[config.mk]
export PLATFORM = sky130hd
export DESIGN_NAME = alu_ctrl
export DESIGN_NICKNAME = d
export VERILOG_FILES = /design/src/rtl/alu_ctrl.sv
export SDC_FILE = /design/constraint.sdc
export NUM_CORES = 1
export LEC_CHECK = 0
export ABC_AREA = 1
export CAP_MARGIN = 25
export CELL_PAD_IN_SITES_DETAIL_PLACEMENT = 0
export CELL_PAD_IN_SITES_GLOBAL_PLACEMENT = 1
export CORE_MARGIN = 2
export CORE_UTILIZATION = 45
export DETAILED_ROUTE_END_ITERATION = 16
export DONT_BUFFER_PORTS = 1
export GPL_TIMING_DRIVEN = 0
export PLACE_DENSITY_LB_ADDON = 0.1
export RECOVER_POWER = 50
export SYNTH_ARGS = -nofsm -noshare
export SYNTH_HDL_FRONTEND = slang
export SYNTH_SLANG_ARGS = --single-unit
[constraint.sdc]
create_clock -name clk -period 2.35 [get_ports clk]
set_input_delay 0.705 -clock clk [delete_from_list [all_inputs] [get_ports clk]]
set_output_delay 0.705 -clock clk [all_outputs]
set_load 0.02 [all_outputs]
[src/rtl/alu_ctrl.sv]
// alu_ctrl: sequences one instruction at a time through an external
// combinational 8-bit ALU. It reads two operands from a 4x8 register
// file, captures the ALU result and flags, writes back, and keeps a
// register of the flags from the last retired instruction.
module alu_ctrl (
  input  logic       clk,
  input  logic       rst_n,
  input  logic       instr_valid,
  input  logic [7:0] instr,
  output logic       instr_ready,
  input  logic       ld_en,
  input  logic [1:0] ld_sel,
  input  logic [7:0] ld_data,
  input  logic [1:0] dbg_sel,
  output logic [7:0] dbg_data,
  output logic [7:0] alu_a,
  output logic [7:0] alu_b,
  output logic [2:0] alu_op,
  output logic       alu_rst,
  input  logic [7:0] alu_res,
  input  logic       alu_c_out,
  input  logic       alu_zero,
  input  logic       alu_ovf,
  output logic [2:0] flags,
  output logic       done
);

  typedef enum logic [1:0] {
    IDLE = 2'd0,
    READ = 2'd1,
    EXEC = 2'd2,
    WB   = 2'd3
  } state_t;

  state_t     r_state;
  state_t     w_next;

  logic [7:0] r_regs [4];
  logic [7:0] r_instr;
  logic [7:0] r_result;
  logic [2:0] r_shadow;

  logic       w_accept;
  logic [2:0] w_op;
  logic [1:0] w_rd;
  logic [1:0] w_rs;
  logic       w_cmp;

  // Fields of the latched instruction.
  assign w_op  = r_instr[7:5];
  assign w_rd  = r_instr[4:3];
  assign w_rs  = r_instr[2:1];
  assign w_cmp = r_instr[0];

  assign w_accept = instr_valid && (r_state == IDLE);
  assign dbg_data = r_regs[dbg_sel];
  assign alu_rst  = ~rst_n;

  // State register.
  always_ff @(posedge clk or negedge rst_n) begin
    if (!rst_n) begin
      r_state <= IDLE;
    end else begin
      r_state <= w_next;
    end
  end

  // Next-state, handshake ready and retire pulse.
  always_comb begin
    w_next      = r_state;
    instr_ready = 1'b0;
    done        = 1'b0;
    case (r_state)
      IDLE: begin
        instr_ready = 1'b1;
        if (instr_valid) begin
          w_next = READ;
        end
      end
      READ: w_next = EXEC;
      EXEC: w_next = WB;
      WB: begin
        done   = 1'b1;
        w_next = IDLE;
      end
      default: w_next = IDLE;
    endcase
  end

  // Datapath: register file, instruction latch, operands, result and flags.
  // Loads and writeback live in disjoint states, so the file has one writer per cycle.
  always_ff @(posedge clk or negedge rst_n) begin
    if (!rst_n) begin
      for (int unsigned i = 0; i < 4; i++) begin
        r_regs[i] <= '0;
      end
      r_instr  <= '0;
      r_result <= '0;
      r_shadow <= '0;
      alu_a    <= '0;
      alu_b    <= '0;
      alu_op   <= '0;
      flags    <= '0;
    end else begin
      case (r_state)
        IDLE: begin
          if (ld_en) begin
            r_regs[ld_sel] <= ld_data;
          end
          if (w_accept) begin
            r_instr <= instr;
          end
        end
        READ: begin
          alu_a  <= r_regs[w_rd];
          alu_b  <= r_regs[w_rs];
          alu_op <= w_op;
        end
        EXEC: begin
          r_result <= alu_res;
          r_shadow <= {alu_c_out, alu_zero, alu_ovf};
        end
        WB: begin
          if (!w_cmp) begin
            r_regs[w_rd] <= r_result;
          end
          flags <= r_shadow;
        end
        default: ;
      endcase
    end
  end

endmodule

==> impl_metrics.tcl <==
set metrics [dict create \
    status "finished, final reports clean" \
    netlist.top_cell.by_area "dfrtp_1" \
    setup_tns_ns 0 \
    endpoint_kind "primary output" \
    start_util_pct 45.9 \
    wl_per_cell_um 15.9 \
    p_leak_nw 2.69 \
    vias_per_cell 5.04 \
    hp-class "input port to async pin" \
    drv_slew 0 \
    die_h_um 103 \
    cts_resized 0 \
    rsz0062_at_grt "no" \
    ys_types 21 \
    cts_tree "built" \
    grt_pass1_wl_um 19800 \
    fmax_mhz 444 \
    netlist.area_leader.share_pct 42.4 \
    grt_max_degree 77 \
    worst_slew_pin_slew_ns 0.571 \
    final-hold-violation-count 0 \
    antenna_found_initial 0 \
    rr_worst_depth 7 \
    yosysMostFrequentCell "nand2_1" \
    yosysSeqAreaShare_pct 42.4 \
    wl_um 12800 \
    synth_cells 657 \
    place.port_buffers 0 \
    pin_count 68 \
    synth_area_um2 4420 \
    fin_crit_ns 2.25 \
    syn_avg_cell_area_um2 6.73 \
    yosys_warnings 0 \
    cts_buffer_depth 2 \
    place_inst 790 \
    maxCapViolations 0 \
    drive_gt1_share_pct 8.47 \
    grt_overflow 0 \
    grt_use_total_pct 25.3 \
    cts.sinks 75 \
    dp_hpwl_um 9930 \
    hold_buffers 0 \
    die-area_um2 10600 \
    htree_levels 3 \
    clock_latency_ns 0.36 \
    yosys-top-cells-area "dfrtp_1 42%, nand2_1 29%, inv_1 5.0%" \
    firstDrtPassIters 5 \
    num_rows 36 \
    dp_slack_ns 0.103 \
    ys_seq_elements 75 \
    dr.first_iter.drc_count 225 \
    synth_enable_flop_cells 0 \
    postSynth.asyncResetShare_pct 100 \
    die_x_um 103 \
    worst_slack_ns 0.0956 \
    via_count 4059 \
    crit_required_ns 1.64 \
    cts_made_buffers 9 \
    path_class "input port to primary output" \
    synth_flop_cell "dfrtp_1" \
    core_area_um2 9640 \
    final_antenna_net_count 0 \
    syn_to_final_growth_pct 8.97 \
    final_cells 806 \
    route.detailed.drc 0 \
    synth_common_cells "336 x nand2_1, 75 x dfrtp_1, 59 x inv_1, 42 x nand3_1, 38 x o21ai_0" \
    fin_nets 707 \
    grt_pass1_vias 3874 \
    setup_viol_count_final 0 \
    gp_congestion 0.868 \
    worstPathMaxFanout 10 \
    peakVddDrop_mv 0.641 \
    slew_headroom_pct 61.8 \
    path_clk_slew_ns 0.08 \
    n_fill_cell 1075 \
    cts_setup_buffers 0 \
    crit_path_start_kind "input port" \
    powerDensity_nw_per_um2 1310 \
    diodes 0 \
    fin_crit_sh_pct 95.9 \
    syn_nets 696 \
    clock_skew_ns 0.0105 \
    arrival_ns 1.55 \
    cts_root_buf "clkbuf_8" \
]
-- where the power goes --
part / switching [mW] / internal, mW
clock: 0.528 / 0.613
combinational: 1.91 / 0.888
sequential: 0.563 / 1.79
-- metal layers --
metal	wire length, um	part of all wire, %	track usage [%]
met1	5760	45	33.0
met2	6160	48	41.0
met3	567	4.4	4.88
met4	312	2.4	10.9
met5	0	0	0
-- cell type report --
| cell class | instances | area (um2) | share of cell area (%) |
|---|---|---|---|
| clock inverters | 6 | 97.6 | 2.02 |
| plain buffers | 26 | 131 | 2.73 |
| clock buffers | 10 | 128 | 2.65 |
| well taps | 133 | 166 | 3.45 |
| inverters | 62 | 233 | 4.83 |
| multi-input cells | 494 | 2190 | 45.4 |
| flip-flops and latches | 75 | 1880 | 38.9 |
-- final timing paths --
kind                            startpoint     endpoint  slack [ns]
worst min-delay path                 rst_n    r_regs[8]        0.03
worst max register to register  r_state[0]    r_regs[6]        0.36
max in group asynchronous            rst_n     alu_b[7]        2.17
min in group clk                  alu_zero  r_shadow[1]        0.46
worst max-delay path            dbg_sel[1]  dbg_data[3]         0.1
worst min register to register  r_instr[5]    alu_op[0]        0.48
-- registers in the layout, indices dropped and copies added, names as in the netlist --
signal / flops
r_result: 8
alu_b: 8
r_shadow: 3
alu_a: 8
r_state: 2
r_regs: 32
alu_op: 3
flags: 3
r_instr: 8
-- cell families after synthesis --
logic type               Yosys count  synth area share (%)
adder cells (fa/ha/maj)            4                  1.13
AND/OR/NAND/NOR                  417                  37.8
flip-flops                        75                  42.4
AO/OA/AOI/OAI                     61                  7.35
buffers and inverters             88                  8.18
multiplexers                      12                  3.06
-- worst max-delay path: stages --
cell	delay (ns)
clkbuf_1	0.23
clkbuf_4	0.27
o211ai_1	0.10
nand2_1	0.23
-- cells in the final DEF, fill, tap and decap left out, types with 2 or more instances in the layout --
master       n
nand3_1     42
nor2_1      26
ha_1         4
clkinv_4     2
o211ai_1     8
nand2_1    335
nor2_4       4
dfrtp_1     75
a21oi_1     14
clkbuf_1    11
o21ai_0     38
nand2_2      8
buf_2        9
bufinv_16    2
inv_1       60
buf_4        5
mux2_2      12
clkbuf_8     9
-- metrics by stage --
step | cell area [um2] | power [mW] | hold slack [ns] | utilization (%)
3_3_place_gp | 4590 | 5.12 | 0.412 | 47.6
5_1_grt | 4820 | 6.83 | 0.00947 | 50.0
6_report | 4820 | 6.29 | 0.0348 | 50.0
4_1_cts | 4810 | 6.34 | 0.00825 | 49.9
2_1_floorplan | 4420 | 4.37 | 0.409 | -
3_5_place_dp | 4590 | 5.19 | 0.412 | 47.6
No activity file was read; power rests on OpenSTA's default activity.
